**src/rtl/joy_pkg.sv**
```systemverilog
// Shared types and constants for the joystick serial scan controller:
// FSM state encoding, default chain length and button bit positions.
package joy_pkg;

    typedef enum logic [1:0] {
        ST_IDLE  = 2'd0,
        ST_LOAD  = 2'd1,
        ST_SHIFT = 2'd2,
        ST_DONE  = 2'd3
    } joy_fsm_e;

    localparam int JOY_NBITS = 16;

    localparam int JOY1_UP    = 7;
    localparam int JOY1_DOWN  = 6;
    localparam int JOY1_LEFT  = 5;
    localparam int JOY1_RIGHT = 4;
    localparam int JOY1_FIRE1 = 3;
    localparam int JOY1_FIRE2 = 2;

    localparam int JOY2_UP    = JOY1_UP    + 8;
    localparam int JOY2_DOWN  = JOY1_DOWN  + 8;
    localparam int JOY2_LEFT  = JOY1_LEFT  + 8;
    localparam int JOY2_RIGHT = JOY1_RIGHT + 8;
    localparam int JOY2_FIRE1 = JOY1_FIRE1 + 8;
    localparam int JOY2_FIRE2 = JOY1_FIRE2 + 8;

endpackage

```
**src/rtl/joy_scan_ctrl_if.sv**
```systemverilog
// Scan request / chain / result bundle between a host and joy_scan_ctrl.
// The controller takes the slave side; the host (or bench) takes the master side.
interface joy_scan_ctrl_if
    import joy_pkg::*;
#(
    parameter int NBITS = JOY_NBITS
) ();

    logic             scan_req;
    logic             sync_en;
    logic             hsync;
    logic             joy_data;
    logic             joy_clk;
    logic             joy_load_n;
    logic             busy;
    logic [NBITS-1:0] joy_state;
    logic             joy_valid;
    logic             joy_changed;

    modport master (
        output scan_req, sync_en, hsync, joy_data,
        input  joy_clk, joy_load_n, busy, joy_state, joy_valid, joy_changed
    );

    modport slave (
        input  scan_req, sync_en, hsync, joy_data,
        output joy_clk, joy_load_n, busy, joy_state, joy_valid, joy_changed
    );

endinterface

```
**src/rtl/joy_sync_edge.sv**
```systemverilog
// Two-flop synchronizer for an asynchronous level plus a registered
// falling-edge pulse; the pulse appears three cycles after the input falls.
module joy_sync_edge (
    input  logic clk,
    input  logic rst_n,
    input  logic async_in,
    output logic fall
);

    logic s1_r;
    logic s2_r;
    logic prev_r;
    logic fall_r;

    // synchronizer chain, history flop and registered edge pulse
    always_ff @(posedge clk) begin
        if (!rst_n) begin
            s1_r   <= 1'b1;
            s2_r   <= 1'b1;
            prev_r <= 1'b1;
            fall_r <= 1'b0;
        end else begin
            s1_r   <= async_in;
            s2_r   <= s1_r;
            prev_r <= s2_r;
            fall_r <= prev_r & ~s2_r;
        end
    end

    assign fall = fall_r;

endmodule

```
**src/rtl/joy_scan_ctrl.sv**
```systemverilog
// Serial joystick scanner: loads an external shift-register chain, clocks
// NBITS bits in, and publishes the word with valid/changed pulses.
module joy_scan_ctrl
    import joy_pkg::*;
#(
    parameter int HALF  = 2,
    parameter int NBITS = JOY_NBITS,
    parameter int AUTO  = 0
) (
    input  logic           clk,
    input  logic           rst_n,
    joy_scan_ctrl_if.slave bus
);

    localparam int CW = $clog2(HALF + 1);
    localparam int BW = $clog2(NBITS + 1);

    localparam logic [CW-1:0] CNT_RLD   = CW'(HALF - 1);
    localparam logic [CW-1:0] CNT_ONE   = CW'(1);
    localparam logic [BW-1:0] BIT_LAST  = BW'(NBITS - 1);
    localparam logic [BW-1:0] BIT_ONE   = BW'(1);
    localparam logic          AUTO_TRIG = (AUTO != 0) ? 1'b1 : 1'b0;

    joy_fsm_e         state_r;
    joy_fsm_e         state_next;
    logic [CW-1:0]    cnt_r;
    logic [CW-1:0]    cnt_next;
    logic             ph_r;
    logic             ph_next;
    logic [BW-1:0]    bit_r;
    logic [BW-1:0]    bit_next;
    logic             pend_r;
    logic             pend_next;
    logic             sample_s;
    logic             fall_s;
    logic             ext_trig_s;
    logic [NBITS-1:0] shreg_r;
    logic [NBITS-1:0] shin_s;

    logic             joy_clk_r;
    logic             joy_load_n_r;
    logic             busy_r;
    logic             valid_r;
    logic             changed_r;
    logic [NBITS-1:0] joy_state_r;

    joy_sync_edge u_sync (
        .clk      (clk),
        .rst_n    (rst_n),
        .async_in (bus.hsync),
        .fall     (fall_s)
    );

    assign ext_trig_s = bus.scan_req | (bus.sync_en & fall_s) | AUTO_TRIG;

    // next sample enters at the top so the first bit ends up in bit 0
    always_comb begin
        shin_s             = shreg_r >> 1'b1;
        shin_s[NBITS-1]    = bus.joy_data;
    end

    // next-state, half-period/bit counters and pending-trigger logic
    always_comb begin
        state_next = state_r;
        cnt_next   = cnt_r;
        ph_next    = ph_r;
        bit_next   = bit_r;
        pend_next  = pend_r;
        sample_s   = 1'b0;

        if ((state_r != ST_IDLE) && ext_trig_s) begin
            pend_next = 1'b1;
        end else begin
            pend_next = pend_r;
        end

        case (state_r)
            ST_IDLE: begin
                if (ext_trig_s || pend_r) begin
                    state_next = ST_LOAD;
                    cnt_next   = CNT_RLD;
                    ph_next    = 1'b0;
                    pend_next  = 1'b0;
                end else begin
                    state_next = ST_IDLE;
                end
            end
            ST_LOAD: begin
                // load strobe spans two half-periods, both with joy_clk low
                if (cnt_r != '0) begin
                    cnt_next = cnt_r - CNT_ONE;
                end else if (!ph_r) begin
                    cnt_next = CNT_RLD;
                    ph_next  = 1'b1;
                end else begin
                    state_next = ST_SHIFT;
                    cnt_next   = CNT_RLD;
                    ph_next    = 1'b0;
                    bit_next   = '0;
                end
            end
            ST_SHIFT: begin
                if (cnt_r != '0) begin
                    cnt_next = cnt_r - CNT_ONE;
                end else if (!ph_r) begin
                    sample_s = 1'b1;
                    cnt_next = CNT_RLD;
                    ph_next  = 1'b1;
                end else if (bit_r == BIT_LAST) begin
                    state_next = ST_DONE;
                    cnt_next   = CNT_RLD;
                    ph_next    = 1'b0;
                end else begin
                    cnt_next = CNT_RLD;
                    ph_next  = 1'b0;
                    bit_next = bit_r + BIT_ONE;
                end
            end
            ST_DONE: begin
                state_next = ST_IDLE;
            end
            default: begin
                state_next = ST_IDLE;
            end
        endcase
    end

    // FSM, counters and sample shift register
    always_ff @(posedge clk) begin
        if (!rst_n) begin
            state_r <= ST_IDLE;
            cnt_r   <= '0;
            ph_r    <= 1'b0;
            bit_r   <= '0;
            pend_r  <= 1'b0;
            shreg_r <= '1;
        end else begin
            state_r <= state_next;
            cnt_r   <= cnt_next;
            ph_r    <= ph_next;
            bit_r   <= bit_next;
            pend_r  <= pend_next;
            if (sample_s) begin
                shreg_r <= shin_s;
            end
        end
    end

    // outputs registered from the next state so they line up with it
    always_ff @(posedge clk) begin
        if (!rst_n) begin
            joy_clk_r    <= 1'b0;
            joy_load_n_r <= 1'b1;
            busy_r       <= 1'b0;
            valid_r      <= 1'b0;
            changed_r    <= 1'b0;
            joy_state_r  <= '1;
        end else begin
            joy_clk_r    <= (state_next == ST_SHIFT) & ph_next;
            joy_load_n_r <= (state_next != ST_LOAD);
            busy_r       <= (state_next != ST_IDLE);
            valid_r      <= (state_next == ST_DONE);
            if (state_next == ST_DONE) begin
                joy_state_r <= shreg_r;
                changed_r   <= (shreg_r != joy_state_r);
            end else begin
                changed_r   <= 1'b0;
            end
        end
    end

    assign bus.joy_clk     = joy_clk_r;
    assign bus.joy_load_n  = joy_load_n_r;
    assign bus.busy        = busy_r;
    assign bus.joy_valid   = valid_r;
    assign bus.joy_changed = changed_r;
    assign bus.joy_state   = joy_state_r;

endmodule

```
**src/flat_wrapper.sv**
```systemverilog
// flat-port wrapper written by rule: the top's interface ports become plain ports
module joy_scan_ctrl_flat import joy_pkg::*;
#(
    parameter int HALF  = 2,
    parameter int NBITS = JOY_NBITS,
    parameter int AUTO  = 0
)
  (clk, rst_n, bus_scan_req, bus_sync_en, bus_hsync, bus_joy_data, bus_joy_clk, bus_joy_load_n, bus_busy, bus_joy_state, bus_joy_valid, bus_joy_changed);
  joy_scan_ctrl_if #(.NBITS(NBITS)) bus_i ();
  input  logic clk;
  input  logic rst_n;
  input wire logic [$bits(bus_i.scan_req)-1:0] bus_scan_req;
  input wire logic [$bits(bus_i.sync_en)-1:0] bus_sync_en;
  input wire logic [$bits(bus_i.hsync)-1:0] bus_hsync;
  input wire logic [$bits(bus_i.joy_data)-1:0] bus_joy_data;
  output wire logic [$bits(bus_i.joy_clk)-1:0] bus_joy_clk;
  output wire logic [$bits(bus_i.joy_load_n)-1:0] bus_joy_load_n;
  output wire logic [$bits(bus_i.busy)-1:0] bus_busy;
  output wire logic [$bits(bus_i.joy_state)-1:0] bus_joy_state;
  output wire logic [$bits(bus_i.joy_valid)-1:0] bus_joy_valid;
  output wire logic [$bits(bus_i.joy_changed)-1:0] bus_joy_changed;
  assign bus_i.scan_req = bus_scan_req;
  assign bus_i.sync_en = bus_sync_en;
  assign bus_i.hsync = bus_hsync;
  assign bus_i.joy_data = bus_joy_data;
  assign bus_joy_clk = bus_i.joy_clk;
  assign bus_joy_load_n = bus_i.joy_load_n;
  assign bus_busy = bus_i.busy;
  assign bus_joy_state = bus_i.joy_state;
  assign bus_joy_valid = bus_i.joy_valid;
  assign bus_joy_changed = bus_i.joy_changed;
  joy_scan_ctrl #(.HALF(HALF), .NBITS(NBITS), .AUTO(AUTO)) u_core (.clk(clk), .rst_n(rst_n), .bus(bus_i));
endmodule
```
**config.mk**
```make
export PLATFORM = sky130hd
export DESIGN_NAME = joy_scan_ctrl_flat
export DESIGN_NICKNAME = d
export VERILOG_FILES = /design/src/rtl/joy_pkg.sv /design/src/rtl/joy_scan_ctrl_if.sv /design/src/rtl/joy_sync_edge.sv /design/src/rtl/joy_scan_ctrl.sv /design/src/flat_wrapper.sv
export SDC_FILE = /design/constraint.sdc
export NUM_CORES = 1
export LEC_CHECK = 0
export BUFFER_PORTS_ARGS = -buffer_cell sky130_fd_sc_hd__clkbuf_2
export CORE_MARGIN = 2
export CORE_UTILIZATION = 25
export CTS_BUF_LIST = sky130_fd_sc_hd__clkbuf_2
export CTS_CLUSTER_DIAMETER = 100
export DETAILED_ROUTE_END_ITERATION = 10
export HOLD_SLACK_MARGIN = 0.08
export PLACE_DENSITY_LB_ADDON = 0.25
export SETUP_SLACK_MARGIN = 0.1
export SLEW_MARGIN = 20
export SYNTH_ARGS = -nofsm -noshare
export SYNTH_HDL_FRONTEND = slang
export SYNTH_SLANG_ARGS = --single-unit
```
**constraint.sdc**
```tcl
create_clock -name clk -period 4.9 [get_ports clk]
set_input_delay 0 -clock clk [delete_from_list [all_inputs] [get_ports clk]]
set_output_delay 0 -clock clk [all_outputs]
set_load 0.03 [all_outputs]
```
# After elaboration in Yosys (flattened, before gate mapping)

Cells that the tools add are included.

Register bits after elaboration: 52
Input port bits: 6

Muxes and demuxes: 25
Reductions and logical operators: 12
$add $sub $neg: 2
Eq/ne operators: 14
Bitwise logic cells: 5

Operators by type and width:

| operator                                               | number |
|---|---|
| two-way mux 5 bit                                      | 5 |
| inequality test 16 bit                                 | 1 |
| two-way mux 2 bit                                      | 7 |
| case mux 5 bit (2 select lines)                        | 1 |
| nonzero test 2 bit                                     | 5 |
| two-way mux 1 bit                                      | 9 |
| == test 2 bit (second input constant)                  | 4 |
| inequality test 2 x 1 -> 1 bit (second input constant) | 4 |
| case mux 2 bit (4 select lines)                        | 1 |
| inequality test 2 bit (second input constant)          | 3 |
| AND reduction 6 bit                                    | 1 |
| adder 5 x 1 -> 5 bit (second input constant)           | 1 |
| == test 5 x 4 -> 1 bit (second input constant)         | 1 |
| case mux 2 bit (2 select lines)                        | 1 |
| AND reduction 2 bit                                    | 2 |
| AND 1 bit                                              | 3 |
| == test 2 x 1 -> 1 bit (second input constant)         | 1 |
| logical NOT 2 bit                                      | 1 |
| case mux 1 bit (2 select lines)                        | 1 |
| OR reduction 2 bit                                     | 1 |
| subtractor 2 x 1 -> 2 bit (second input constant)      | 1 |
| logical AND 1 bit                                      | 1 |
| logical OR 1 bit                                       | 1 |
| NOT 1 bit                                              | 1 |
| OR 1 bit                                               | 1 |

# Logic depth before layout (Yosys ltp)

Gate-level depths: netlist (run 1).

Depth after elaboration: 7
Gate-level depth with buffers: 8

# By module

Synthesis (run 1) repeated with hierarchy kept, for this count alone.

Cells, all modules: 247
Area, all modules: 2,303.5 um^2

By module, submodules not included:

| module        | area an instance (um^2) | seq. area each (um^2) | cells an instance | times used |
|---|---|---|---|---|
| joy_scan_ctrl | 2,195.9                 | 960.9                 | 239               | 1 |
| joy_sync_edge | 107.6                   | 80.1                  | 8                 | 1 |

# Worst setup path after synthesis (run 1)

No wires, ideal clock.

Kind: reg2reg
Start point: register u_core.bit_r[0]
End point: register u_core.joy_state_r[10], in the netlist u_core.bus.joy_state[10]
Slack: 2.967 ns
Data required time: 4.828 ns
Clock period less this slack: 1.933 ns
Cell stages (with the launch flop): 9
Data arrival time: 1.861 ns
Cells stage by stage: dfxtp_1 -> ha_1 -> and3_1 -> ha_1 -> and4bb_1 -> nor2_1 -> nor3_4 -> buf_8 -> mux2i_1

Word-level cells in the longest chain between the ends: 6

RTL lines:

| item                            | line                 | source |
|---|---|---|
| from (decl)                     | joy_scan_ctrl.sv:30  | `logic [BW-1:0] bit_r;` |
| from (signal assigned)          | joy_scan_ctrl.sv:141 | `bit_r <= bit_next;` |
| == test 5 x 4 -> 1 bit          | joy_scan_ctrl.sv:109 | `end else if (bit_r == BIT_LAST) begin` |
| two-way mux 2 bit               | joy_scan_ctrl.sv:109 |  |
| two-way mux 2 bit               | joy_scan_ctrl.sv:105 | `end else if (!ph_r) begin` |
| two-way mux 2 bit               | joy_scan_ctrl.sv:103 | `if (cnt_r != '0) begin` |
| case mux 2 bit (4 select lines) | joy_scan_ctrl.sv:77  | `case (state_r)` |
| == test 2 bit                   | joy_scan_ctrl.sv:163 | `if (state_next == ST_DONE) begin` |
| to (signal assigned)            | joy_scan_ctrl.sv:164 | `joy_state_r <= shreg_r;` |
| to (decl)                       | joy_scan_ctrl.sv:45  | `logic [NBITS-1:0] joy_state_r;` |

Every way passes these cells.
A chain may end at the register's enable or synchronous reset.

# Final worst setup path (run 1)

Start point: register u_core.state_r[1]
End point: register u_core.shreg_r[15]

Word-level cells in the longest chain between the ends: 2

RTL lines:

| item                   | line                 | source |
|---|---|---|
| from (decl)            | joy_scan_ctrl.sv:24  | `joy_fsm_e state_r;` |
| from (signal assigned) | joy_scan_ctrl.sv:138 | `state_r <= state_next;` |
| == test 2 bit          | joy_scan_ctrl.sv:77  |  |
| two-way mux 1 bit      | joy_scan_ctrl.sv:77  |  |
| to (signal assigned)   | joy_scan_ctrl.sv:144 | `shreg_r <= shin_s;` |
| to (decl)              | joy_scan_ctrl.sv:37  | `logic [NBITS-1:0] shreg_r;` |

Every way passes these cells.

==> results of run 1 <==
## kinds of logic (layout without fill, tap and decap cells)
group / count (synthesis) / after routing / synth area share
AO/OA/AOI/OAI: 23 / 23 / 0.0694
XOR/XNOR: 18 / 18 / 0.0662
adder cells (fa/ha/maj): 7 / 7 / 0.0368
buffers and inverters: 18 / 50 / 0.0342
flip-flops: 52 / 52 / 0.437
multiplexers: 16 / 16 / 0.0673
AND/OR/NAND/NOR: 128 / 128 / 0.289
## worst min-delay path: cells and delay by family
kind | cells | cell delay, ps
buffers and inverters | 1 | 80
AOI/OAI and AO/OA | 3 | 430
and+or+nand+nor | 1 | 60
## path summary, 6_finish.rpt
path                        startpoint            endpoint  slack (ps)
hold reg to reg   u_core.u_sync.prev_r  u_core.u_sync.fall         430
setup / recovery     u_core.state_r[1]  u_core.shreg_r[15]        2550
setup reg to reg     u_core.state_r[1]  u_core.shreg_r[15]        2550
hold / removal             bus_sync_en         u_core.ph_r         160
## power by group through the flow
stage	Sequential [uW]	Combinational [uW]	Clock, uW
after floorplan	444	31.6	0
after global placement	442	44.6	0
after detailed placement	442	45.0	0
after CTS	434	49.5	182
after global routing	435	54.4	194
final	434	48.9	166
## layer usage
metal,part of all wire,up-vias
li1,-,934
met1,0.50,828
met2,0.45,33
met3,0.038,4
met4,0.011,0
met5,0,-
## state kept, by name (all words and copies together) (netlist names), 2 cells and up
register	cells
u_core.bus.joy_state	16
u_core.shreg_r	16
u_core.bit_r	5
u_core.cnt_r	2
u_core.state_r	2
## placed cells by master, fill, tap and decap left out, types with 2 or more instances in the layout
cell type / n
o21a_1: 2
a21oi_1: 5
xor2_1: 10
dlygate4sd3_1: 8
or3_1: 2
clkbuf_2: 32
mux2i_1: 16
inv_1: 6
nor2_1: 11
xnor2_1: 8
nand2_1: 40
nand2b_1: 4
o31ai_1: 2
nand4_1: 2
dfxtp_1: 52
nand3_1: 18
nor4_1: 3
nand4b_1: 2
o21ai_0: 3
nor2b_1: 36
and2_1: 2
ha_1: 7
o21ai_1: 3
## cell type report
| type | count | area, um^2 |
|---|---|---|
| clock buffers | 6 | 30.0 |
| clock inverters | 2 | 11.3 |
| fillers | 992 | 6480 |
| inverters | 6 | 22.5 |
| multi-input cells | 192 | 1260 |
| flip-flops and latches | 52 | 1040 |
| well taps | 129 | 161 |
| repair buffers | 36 | 233 |
## stage by stage
stage | setup slack (ps) | instances | hold slack [ps] | total power, uW | utilization
final | 2550 | 423 | 164 | 649 | 0.298
after global routing | 2320 | 423 | 177 | 683 | 0.298
after CTS | 2350 | 422 | 111 | 665 | 0.297
after detailed placement | 2400 | 406 | 187 | 487 | 0.284
after global placement | 2470 | 406 | 186 | 487 | 0.284
after floorplan | 2970 | 262 | 95.3 | 475 | -
==> impl_metrics.env, run 1 <==
export IMPL_holdPathStages=5
export IMPL_pin_count=27
export IMPL_synth_seq_area_share=0.437
export IMPL_synthTopCellsByArea="dfxtp_1 (44%), nor2b_1 (9.5%), mux2i_1 (6.7%)"
export IMPL_synth_edf_count=0
export IMPL_yosys_register_bits=52
export IMPL_synth_flop_cell="dfxtp_1"
export IMPL_crit_path_end_kind="register"
export IMPL_syn_avg_cell_area_um2=9.09
export IMPL_status="finished, final reports clean"
export IMPL_path_depth=5
export IMPL_rsz0062_at_grt="false"
export IMPL_cts_setup_buffers=0
export IMPL_cts_sinks=52
export IMPL_report_final_slew_viol_count=0
export IMPL_drc=0
export IMPL_nets=306
export IMPL_die_x_um=102
export IMPL_synth_top_area_cell="dfxtp_1"
export IMPL_hold_viol=0
export IMPL_netlist_area_leader_share=0.437
export IMPL_path_cells="ha_1 -> and2_1 -> nand2_1 -> nand3_1 -> dlygate4sd3_1"
export IMPL_grt_pass1_vias=1744
export IMPL_cellPowerDensity_nw_per_um2=235
export IMPL_leakagePower_uw=0.00106
export IMPL_wl_um=4800
export IMPL_clk_latency_ps=420
export IMPL_crit_type="reg -> reg"
export IMPL_path_buf_inv=1
export IMPL_dpl_hpwl_um=3300
export IMPL_stdcell_area_um2=2760
export IMPL_ys_warn_count=0
export IMPL_ff2ff_path_depth=5
export IMPL_cp_data_arrival_time_ps=2730
export IMPL_cts_root_buf="clkbuf_2"
export IMPL_clk_pin_slew_worst_paths_ps=240
export IMPL_antenna_found_initial=0
export IMPL_start_util=0.258
export IMPL_drtIter0Drc=55
export IMPL_dieArea_um2=10300
export IMPL_core_area_um2=9240
export IMPL_wl_per_cell_um=11.3
export IMPL_synth_most_common_cell="dfxtp_1"
export IMPL_p_sw_frac=0.249
export IMPL_ir_drop_mv=0.105
export IMPL_cts_buffers=5
export IMPL_required_ps=5280
export IMPL_async_flop_share=0
export IMPL_critPathLaunchType="register"
export IMPL_synth_net_count=275
export IMPL_internal_power_uw=488
export IMPL_grt_overflow_total=0
export IMPL_grt_pass1_wl_um=8290
export IMPL_finalSetupViolCount=0
export IMPL_syn_to_final_growth_pct=15.8
export IMPL_vias_per_cell=4.25
export IMPL_io_buffers=26
export IMPL_cts_tree="built"
export IMPL_tns_ps=0
export IMPL_firstDrtPassIters=4
export IMPL_syn_inst=262
export IMPL_crit_slowest_cell="and2_1"
export IMPL_synth_common_cells="dfxtp_1 (52), nand2_1 (40), nor2b_1 (36)"
export IMPL_grt_use_total=0.100
export IMPL_clk_path_buf_depth=2
export IMPL_grt_max_degree=61
export IMPL_cts_htree_levels=2
export IMPL_fin_worst_skew_ps=21.3
export IMPL_worst_pin_slew_ps=616
export IMPL_cp_top_family="simple AND/OR/NAND/NOR gates"
export IMPL_maxSlewHeadroom=0.589
export IMPL_cap_violations=0
export IMPL_clock_power_share=0.256
export IMPL_diodes=0
export IMPL_postCtsResizedCells=0
export IMPL_fp_dieH_um=102
export IMPL_use_met2=0.156
export IMPL_fin_crit_sh=0.479
export IMPL_use_met1=0.137
export IMPL_ant_nets=0
export IMPL_use_met3=0.0242
export IMPL_critical_path_max_stage_delay_ps=600
export IMPL_hold_class="in -> reg"
export IMPL_fmax_ghz=0.426
export IMPL_rows=35
export IMPL_final_min_clock_period_ps=2350
export IMPL_post_dp_cell_area_um2=2620
export IMPL_seqPwrFrac=0.669
export IMPL_syn_cell_area_um2=2380
export IMPL_drive_gt1_frac=0.133
export IMPL_grt_busiest_layer="met2"
export IMPL_place_gp_congestion=0.808
export IMPL_critPathMaxFanout=16
export IMPL_cts_hold_repair_buffers=8
export IMPL_vias=1799
export IMPL_comb_power_share=0.075
export IMPL_ys_types=40
export IMPL_p_sw_uw=161
Power figures use the tool's default switching activity.
==> inputs of run 2 (changes only) <==
--- a/config.mk
+++ b/config.mk
@@ -5,6 +5,7 @@
 export SDC_FILE = /design/constraint.sdc
 export NUM_CORES = 1
 export LEC_CHECK = 0
+export ABC_AREA = 1
 export BUFFER_PORTS_ARGS = -buffer_cell sky130_fd_sc_hd__clkbuf_2
 export CORE_MARGIN = 2
 export CORE_UTILIZATION = 25
==> constraint.sdc (replaced) <==
create_clock -name clk -period 2 [get_ports clk]
set_input_delay 0 -clock clk [delete_from_list [all_inputs] [get_ports clk]]
set_output_delay 0 -clock clk [all_outputs]
set_load 0.03 [all_outputs]
==> run 2 against run 1 <==
  * Routed wire length grew 5.2%
  * Sequential share of layout area up 1.4 points
  * Maximum frequency rose by 30%
  * Sequential power grew 140%
  * Utilization up 0.95 points
  * Non-clock buffer count grew 2
  * Worst hold slack improved by 100 ps
  * Global-route usage grew 0.81 points
  * Combinational power grew to 2.6 times the previous value
  * Critical endpoint is now u_core.bus.joy_state[6]
==> impl_metrics.env, run 2 <==
export IMPL_ys_types=26
export IMPL_cts_tree="built"
export IMPL_clk_latency_ps=440
export IMPL_clk_pin_slew_worst_paths_ps=260
export IMPL_cellPowerDensity_nw_per_um2=649
export IMPL_ys_warn_count=0
export IMPL_p_sw_frac=0.244
export IMPL_hp_start="bus_hsync"
export IMPL_critPathMaxFanout=8
export IMPL_yosys_register_bits=52
export IMPL_async_flop_share=0
export IMPL_dpl_hpwl_um=3340
export IMPL_netlist_area_leader_share=0.466
export IMPL_start_util=0.257
export IMPL_synth_common_cells="nand2_1 (74), dfxtp_1 (52), nand3_1 (32)"
export IMPL_maxSlewHeadroom=0.658
export IMPL_clock_power_share=0.315
export IMPL_wl_um=5050
export IMPL_drive_gt1_frac=0.196
export IMPL_crit_type="reg -> reg"
export IMPL_rows=34
export IMPL_internal_power_uw=1310
export IMPL_layout_common_cells="nand2_1 (73), dfxtp_1 (49), nand3_1 (32), clkbuf_2 (32), inv_1 (22)"
export IMPL_pin_count=27
export IMPL_synth_top_area_cell="dfxtp_1"
export IMPL_cts_sinks=52
export IMPL_core_area_um2=8680
export IMPL_wl_per_cell_um=11.9
export IMPL_antenna_found_initial=0
export IMPL_dieArea_um2=9700
export IMPL_final_min_clock_period_ps=1800
export IMPL_grt_use_total=0.108
export IMPL_rsz0062_at_grt="true"
export IMPL_hold_viol=0
export IMPL_grt_pass1_wl_um=8710
export IMPL_grt_pass1_vias=1873
export IMPL_path_buf_inv=1
export IMPL_cp_top_family="simple AND/OR/NAND/NOR gates"
export IMPL_r2r_start="u_core.bit_r[0]"
export IMPL_seqPwrFrac=0.613
export IMPL_synth_seq_area_share=0.466
export IMPL_hold_class="in -> reg"
export IMPL_syn_to_final_growth_pct=19.7
export IMPL_leakagePower_uw=0.00129
export IMPL_fin_worst_skew_ps=37.0
export IMPL_path_cells="ha_4 -> nand2_2 -> nor2_2 -> ha_2 -> nand3_2 -> a21oi_4 -> buf_6 -> nand3_4 -> nand2_1 -> nand3_1"
export IMPL_fp_dieH_um=98.5
export IMPL_io_buffers=26
export IMPL_syn_cell_area_um2=2230
export IMPL_grt_max_degree=23
export IMPL_cts_root_buf="clkbuf_2"
export IMPL_finalSetupViolCount=0
export IMPL_ant_nets=0
export IMPL_fmax_ghz=0.555
export IMPL_final_common_cell="nand2_1"
export IMPL_status="finished, final reports clean"
export IMPL_crit_path_end_kind="register"
export IMPL_required_ps=2340
export IMPL_drtIter0Drc=78
export IMPL_comb_power_share=0.072
export IMPL_firstDrtPassIters=4
export IMPL_fin_crit_sh=0.901
export IMPL_drc=0
export IMPL_synth_edf_count=0
export IMPL_cp_data_arrival_time_ps=2140
export IMPL_syn_inst=279
export IMPL_synth_flop_cell="dfxtp_1"
export IMPL_critical_path_max_stage_delay_ps=420
export IMPL_critPathLaunchType="register"
export IMPL_place_gp_congestion=0.768
export IMPL_tns_ps=0
export IMPL_synth_most_common_cell="nand2_1"
export IMPL_final_cells=425
export IMPL_cts_buffers=5
export IMPL_dp_cells=407
export IMPL_nets=328
export IMPL_ir_drop_mv=0.182
export IMPL_crit_path_start="u_core.bit_r[0]"
export IMPL_cap_violations=0
export IMPL_vias=1866
export IMPL_report_final_slew_viol_count=0
export IMPL_p_sw_uw=423
export IMPL_vias_per_cell=4.39
export IMPL_cts_htree_levels=2
export IMPL_clk_path_buf_depth=2
export IMPL_worst_pin_slew_ps=512
export IMPL_crit_slowest_cell="dfxtp_4"
export IMPL_grt_overflow_total=0
export IMPL_synthTopCellsByArea="dfxtp_1 (47%), nand2_1 (12%), nand3_1 (7.2%)"
export IMPL_die_x_um=98.5
export IMPL_syn_avg_cell_area_um2=8.00
export IMPL_synth_net_count=292
==> run 2: cells by family (layout without fill, tap and decap cells) <==
kind of cell,count (synthesis),count (layout),share of synthesized area
compound gates,21,21,0.0600
xor+xnor,15,15,0.0589
fa+ha+maj,7,7,0.0392
buf+inv,32,68,0.0600
flops,52,52,0.466
other cells,0,1,0
simple gates,152,153,0.316
==> run 2: power by group through the flow <==
| stage | combinational [uW] | clock, uW | sequential (uW) |
|---|---|---|---|
| global placement | 112 | 0 | 1080 |
| global route | 143 | 614 | 1070 |
| detailed placement | 112 | 0 | 1080 |
| finish | 126 | 546 | 1060 |
| floorplan | 73.4 | 0 | 1090 |
| CTS | 121 | 573 | 1060 |
==> run 2: cell type report <==
cell class              count  area (um^2)
diodes                      1         2.50
flip-flops and latches     52         1050
fillers                   960         6010
inverters                  22         82.6
well taps                 108          135
clock inverters             2         35.0
clock buffers               6         30.0
multi-input cells         196         1100
repair buffers             38          240
==> run 2: repair_timing <==
action / 4_1_cts / 5_1_grt
resized for setup: 0 / 13
endpoints found under the hold margin: 21 / 0
hold buffers: 5 / 0
setup endpoints to repair: 0 / 17
buffers inserted: 0 / 3
==> run 2: final timing paths <==
| path | endpoint | depth (start not counted) | slack, ps |
|---|---|---|---|
| min | u_core.u_sync.s1_r | 3 | 260 |
| max reg2reg | u_core.bus.joy_state[6] | 10 | 200 |
| min reg2reg | u_core.u_sync.fall | 2 | 430 |
| max | u_core.bus.joy_state[6] | 10 | 200 |
==> run 2: routing by layer <==
metal  vias up  GRT usage  wire length [um]  part of all wire
met2        29      0.166              2220              0.44
met1       843      0.147              2510              0.50
li1        988          -                 -                 -
met3         6     0.0270               230             0.046
met5         -          0                 0                 0
met4         0     0.0400                83             0.016
==> run 2: worst register-to-register path, cell delays in order, from the launching register on <==
cell	delay, ps
dfxtp_4	420
ha_4	140
nand2_2	60
nor2_2	110
ha_2	190
nand3_2	90
a21oi_4	290
buf_6	150
nand3_4	120
nand2_1	110
nand3_1	60
==> run 2: through the flow <==
step	util	area (um^2)	hold slack (ps)	power (uW)	setup WS [ps]
4_1_cts	0.299	2590	234	1760	115
3_5_place_dp	0.285	2480	190	1190	194
5_1_grt	0.308	2670	230	1820	83.9
6_report	0.308	2670	264	1740	199
3_3_place_gp	0.285	2480	186	1190	180
2_1_floorplan	-	2230	107	1160	330
